--- src/rtl/tp_row_reassembler.sv ---
// Double-buffered 8x8 column-to-row reassembler: accepts column bursts from the transpose
// memory and streams the block back out row by row through a valid/ready handshake.
module tp_row_reassembler #(
   parameter int BW = 12
) (
   input  logic            i_clk,
   input  logic            i_Reset,
   input  logic [8*BW-1:0] i_data,
   input  logic            i_en,
   output logic            o_in_ready,
   output logic [8*BW-1:0] o_data,
   output logic            o_valid,
   input  logic            i_ready,
   output logic            o_ovf
);
   localparam int VW = 8 * BW;

   logic [VW-1:0] mem_q [2][8];

   logic       wbank_q, wbank_d;
   logic       rbank_q, rbank_d;
   logic [2:0] wcnt_q, wcnt_d;
   logic [2:0] rcnt_q, rcnt_d;
   logic [1:0] full_q, full_d;
   logic       ovf_q, ovf_d;

   logic          wr_acc;
   logic          rd_xfer;
   logic [VW-1:0] row_data;

   // Handshake flags come from registered state only, so a bank freed this
   // cycle is not writable until the next one.
   assign o_in_ready = ~full_q[wbank_q];
   assign o_valid    = full_q[rbank_q];
   assign o_ovf      = ovf_q;
   assign wr_acc     = i_en & o_in_ready;
   assign rd_xfer    = o_valid & i_ready;

   always_comb begin
      wbank_d = wbank_q;
      rbank_d = rbank_q;
      wcnt_d  = wcnt_q;
      rcnt_d  = rcnt_q;
      full_d  = full_q;
      ovf_d   = ovf_q;

      if (wr_acc) begin
         wcnt_d = wcnt_q + 3'd1;
         if (wcnt_q == 3'd7) begin
            full_d[wbank_q] = 1'b1;
            wbank_d         = ~wbank_q;
         end
      end else if (i_en) begin
         ovf_d = 1'b1;
      end

      // A completing read always targets the other bank than a completing write.
      if (rd_xfer) begin
         rcnt_d = rcnt_q + 3'd1;
         if (rcnt_q == 3'd7) begin
            full_d[rbank_q] = 1'b0;
            rbank_d         = ~rbank_q;
         end
      end
   end

   always_ff @(posedge i_clk) begin
      if (i_Reset) begin
         wbank_q <= 1'b0;
         rbank_q <= 1'b0;
         wcnt_q  <= 3'd0;
         rcnt_q  <= 3'd0;
         full_q  <= 2'b00;
         ovf_q   <= 1'b0;
      end else begin
         wbank_q <= wbank_d;
         rbank_q <= rbank_d;
         wcnt_q  <= wcnt_d;
         rcnt_q  <= rcnt_d;
         full_q  <= full_d;
         ovf_q   <= ovf_d;
      end
   end

   // Bank contents are never reset; the output mask hides stale data.
   always_ff @(posedge i_clk) begin
      if (wr_acc) begin
         mem_q[wbank_q][wcnt_q] <= i_data;
      end
   end

   // Row element j is element rcnt of stored column j.
   always_comb begin
      row_data = '0;
      for (int j = 0; j < 8; j++) begin
         for (int r = 0; r < 8; r++) begin
            if (rcnt_q == 3'(r)) begin
               row_data[VW-1-j*BW -: BW] = mem_q[rbank_q][j][VW-1-r*BW -: BW];
            end
         end
      end
   end

   assign o_data = o_valid ? row_data : '0;

endmodule

--- config.mk ---
export PLATFORM = sky130hd
export DESIGN_NAME = tp_row_reassembler
export DESIGN_NICKNAME = d
export VERILOG_FILES = /design/src/rtl/tp_row_reassembler.sv
export SDC_FILE = /design/constraint.sdc
export NUM_CORES = 2
export LEC_CHECK = 0
export ABC_AREA = 1
export BUFFER_PORTS_ARGS = -buffer_cell sky130_fd_sc_hd__buf_2
export CAP_MARGIN = 20
export CORE_MARGIN = 2
export CORE_UTILIZATION = 50
export CTS_CLUSTER_SIZE = 16
export DETAILED_ROUTE_END_ITERATION = 6
export GPL_TIMING_DRIVEN = 0
export PLACE_DENSITY = 0.76
export RECOVER_POWER = 50
export SLEW_MARGIN = 20
export SYNTH_ARGS = -nofsm -noshare
export SYNTH_HDL_FRONTEND = slang
export SYNTH_SLANG_ARGS = --single-unit
--- constraint.sdc ---
create_clock -name i_clk -period 8.4 [get_ports i_clk]
set_clock_uncertainty 0.15 [all_clocks]
set_input_delay 0.42 -clock i_clk [delete_from_list [all_inputs] [get_ports i_clk]]
set_output_delay 0.42 -clock i_clk [all_outputs]
set_load 0.01 [all_outputs]
Word level (Yosys, flattened, before mapping)
Memories as Yosys holds them, arrays and structs flattened. A register that Yosys moved wholly into a read port is not among the register bits. Index checks and enable logic that the tools add are counted.

Input bits: 100. Bits in latches: 0. Bits in writable memories: 1536. Output and inout bits: 99. Bits in registers: 11. Memory bits (read-only): 0. Memories kept: 1.

Reduce and logical (&&, ||, !) cells: 7. Divide/modulo/power cells: 0. Bitwise gates (word level): 10. Multiplexer cells: 83. $add $sub $neg: 2. Equality and inequality tests: 8. Shift operators: 0. $lt $le $gt $ge: 6. $mul: 0.

Memories: mem_q (depth 2, bits a word 768, read ports 1, clocked after memory_dff 1, write ports 1, line 18) `logic [VW-1:0] mem_q [2][8];`.

Operator list (count): $mux 12 (64); $mux 768 (1); $demux 96 s3 (1); $mux 96 (2); $eq 3x3->1 const B (5); $mux 1 (9); $mux 2 (4); $add 3x1->3 const B (2); $eq 3x2->1 const B (2); $reduce_and 2->1 (3); $ge 4x4->1 const B (1); $lt 1x2->1 const B (2); $lt 4x1->1 const B (1); $not 1->1 (4); $not 3->4 (1); $eq 3x1->1 const B (1); $logic_and 1x1->1 (3); $logic_not 3->1 (1); $and 1x1->1 (2); $and 2x2->2 (1); $demux 1 s1 (2); $ge 1x1->1 const B (2); $not 2->2 (1); $or 2x2->2 (1).

Longest topological paths before layout
Depth after elaboration: 10. Mapped depth: 15. Depth with buffers taken out: 13.

Least setup slack after synthesis
Ideal clock, no wire load.

Kind: flip-flop to flip-flop. From: register full_q[1]. To: memory mem_q[0][672] (netlist name), enable pin. Arrival: 7.449 ns. Setup slack: 0.132 ns. Data required time: 7.581 ns. Clock period less this slack: 8.268 ns. Setup time: 0.669 ns. Cell stages (with the launch flop): 8. Path through: dfxtp_1 > nand2_1 > o21ai_0 > inv_1 > nand2_1 > nor2_1 > inv_1 > nor3_1.

Word-level cells in the longest chain between the ends: 6.

Ends and longest elaborated chain: start: declaration (line 24) `logic [1:0] full_q, full_d;`; start signal: assignment (line 80) `full_q <= full_d;`; $mux 1 (not written as such) (2 in series) (line 33) `assign o_in_ready = ~full_q[wbank_q];`; $not 1->1 (line 33); via o_in_ready (line 10) `output logic o_in_ready,`; $and 1x1->1 (line 36) `assign wr_acc = i_en & o_in_ready;`; $mux 1 (line 87) `if (wr_acc) begin`; $mux 768 (not written as such) (line 88) `mem_q[wbank_q][wcnt_q] <= i_data;`; end: declaration (line 18).

The timed path passes the listed nets, and every way through them passes these cells. The select of a mux whose other input is x is not followed.

Worst setup path in the final report
From: register wbank_q. To: memory mem_q[1][661] (netlist name), enable pin.

Word-level cells in the longest chain between the ends: 6.

Ends and longest elaborated chain: start: declaration (line 20) `logic wbank_q, wbank_d;`; start signal: assignment (line 76) `wbank_q <= wbank_d;`; $mux 1 (not written as such) (2 in series) (line 33); $not 1->1 (line 33); $and 1x1->1 (line 36); $mux 1 (line 87); $mux 768 (not written as such) (line 88).

Parallel ways exist; a longest one is shown, timed or not. The select of a mux whose other input is x is not followed.

==> impl_metrics.tcl <==
set metrics [dict create \
    status "complete, but fails checks" \
    failed_checks "capacitance limit, slew limit" \
    grt_pass1_wl_microns 268600 \
    htree_num_levels 4 \
    viasPerCell 5.665 \
    synth_most_common_cell "nand2_1" \
    multi_input_area_sq_um 14300 \
    p_leak_uw 0.02828 \
    synth.avg_cell_area_sq_um 11.23 \
    synth_top_area_share_pct 71.92 \
    start_util_pct 50.36 \
    antenna_found_initial 7 \
    gp_congestion 0.8656 \
    synthTopCellsByArea "edfxtp_1 72%, nand2_1 12%, nand3_1 3.8%" \
    synth_ff_type "edfxtp_1" \
    ant_nets 0 \
    seq_area_sq_um 46360 \
    power_density_nw_per_um2 210.2 \
    fp.coreArea_sq_um 127400 \
    drtIter0Drc 6496 \
    n_antenna_cell 0 \
    synth_cells 5713 \
    nNetsFinal 6410 \
    final-max-slew-violation-count 42 \
    setup-violations-final 0 \
    cts.sinks 1548 \
    min_period_ns 4.473 \
    synth_edf_count 1536 \
    syn-num-nets 5821 \
    cts_hold_buf 80 \
    drv_cap 4 \
    fp.dieH_microns 362.1 \
    synth_common_cells "2027 x nand2_1, 1536 x edfxtp_1, 496 x inv_1, 481 x nand3_1, 302 x nor2_1" \
    synth_cell_type_count 25 \
    clock_latency_ns 0.76 \
    fill_cells 9539 \
    drt-total-wl_microns 184900 \
    vias 45790 \
    rows 131 \
    setup_ws_ns 3.927 \
    syn_to_final_growth_pct 15.61 \
    worstSetupStartpointType "flop" \
    dr.pass1.iters 6 \
    max-slew-margin-rel_pct -4.601 \
    timing.fmax_ghz 0.2236 \
    place_ws_ns 3.918 \
    io_buffers 198 \
    hold_viol 0 \
    drc 0 \
    cts_buffers 148 \
    rsz0062_at_grt "false" \
    netlist_area_sq_um 64130 \
    hpwlAfterDp_microns 126900 \
    cts_root_buf "clkbuf_16" \
    final_layout_size_suffix_gt1_share_pct 10.56 \
    arrival_ns 4.78 \
    io_pins 199 \
    netlist.top_cell.by_area "edfxtp_1" \
    min_path_type "in -> reg" \
    track_usage_pct 27.69 \
    worstPathMaxFanout 10 \
    dp_cells 7734 \
    final_cells 8082 \
    setup_tns_ns 0 \
    cp-end-kind "flop" \
    ys_seq_elements 1548 \
    path_clk_slew_ns 0.06 \
    clock_path_buffers 3 \
    postCtsSetupBuffers 0 \
    grt_start_max_net_pins 27 \
    async_flop_share_pct 0 \
    cts_tree "yes" \
    die_x_microns 362.1 \
    synth_seq_area_share_pct 72.30 \
    yosysWarnings 0 \
    worstSetupPathType "reg -> reg" \
    required_ns 8.70 \
    grt_pass1_vias 44400 \
    finalCoreUtilization_pct 58.21 \
    wl_per_cell_microns 22.88 \
    tightestPinTransition_ns 1.569 \
    dieArea_sq_um 131100 \
    period_share_pct 53.25 \
    cts_resized 0 \
    ir_drop_uv 202.3 \
    gr-total-overflow 0 \
]
## final cells by class
type | instances | area share, %
clock inverters | 71 | 0.7898
well taps | 1662 | 2.805
clock buffers | 197 | 5.470
multi-input cells | 3336 | 19.28
repair buffers | 439 | 4.354
inverters | 502 | 2.542
flip-flops and latches | 1548 | 62.54
plain buffers | 327 | 2.218
## worst max-delay path: stages (launching register included)
cell and delay [ns]:
dfxtp_1 0.36, clkbuf_1 0.48, inv_1 0.13, clkbuf_1 0.34
nor3_2 0.52, buf_4 0.29, buf_6 0.18, buf_6 0.16
buf_4 0.20, buf_4 0.20, buf_4 0.22, buf_4 0.20
buf_6 0.17, buf_4 0.21, buf_6 0.16, buf_4 0.19
## report_power, final
group	switching, uW	internal (uW)	total (uW)
Combinational	394	104	499
Clock	2820	3640	6460
Sequential	24.0	8610	8630
## path summary, 6_finish.rpt
path | start | to | slack, ns | depth (start not counted)
setup / recovery | wbank_q$_SDFFE_PP0P_ | mem_q[1][661]$_DFFE_PP_ | 3.93 | 15
hold / removal | i_Reset | o_ovf$_SDFFE_PP0P_ | 0.25 | 3
setup reg to reg | wbank_q$_SDFFE_PP0P_ | mem_q[1][661]$_DFFE_PP_ | 3.93 | 15
hold reg to reg | o_ovf$_SDFFE_PP0P_ | o_ovf$_SDFFE_PP0P_ | 0.36 | 2
## cells in the final DEF (no fill, tap or decap), types with 9 or more instances in the layout
cell and n:
clkinv_1 37, dlygate4sd3_1 80, clkbuf_1 244, edfxtp_1 1536, dfxtp_1 12, inv_1 496
clkinv_2 18, nand3_1 481, nor3_2 9, a21oi_1 106, clkbuf_16 154, buf_4 139
buf_6 46, buf_1 17, buf_12 9, nor2_1 300, nand2_1 2027, o31ai_1 96
buf_2 263, a31oi_1 96, o21ai_0 196
## cells by family after synthesis
kind of cell               after synthesis  synth area share (%)
buffers and inverters                  829                 5.502
AOI/OAI and AO/OA                      501                 4.480
DFF                                   1548                 72.30
and+or+nand+nor                       2827                 17.57
adders and majority gates                8                0.1561
## state kept, by name, indices dropped and copies added, names as in the netlist, named ones only
| register | cells |
|---|---|
| o_ovf | 1 |
| wcnt_q | 3 |
| mem_q | 1536 |
| full_q | 2 |
| wbank_q | 1 |
| rcnt_q | 3 |
| rbank_q | 1 |
## stage by stage
step	hold WS [ns]	power [uW]	area, sq um
floorplan	0.3198	8943	64130
global placement	0.2988	9239	67200
detailed placement	0.3134	9248	68870
CTS	0.0006976	15570	74310
global route	0.2616	15890	74140
finish	0.2516	15590	74140
## layer usage
metal | GRT usage (%) | wire, microns
met1 | 36.27 | 64900
met5 | 0 | 7
met4 | 13.83 | 9363
met3 | 4.316 | 21840
met2 | 45.20 | 88780
Power figures use the tool's default switching activity.
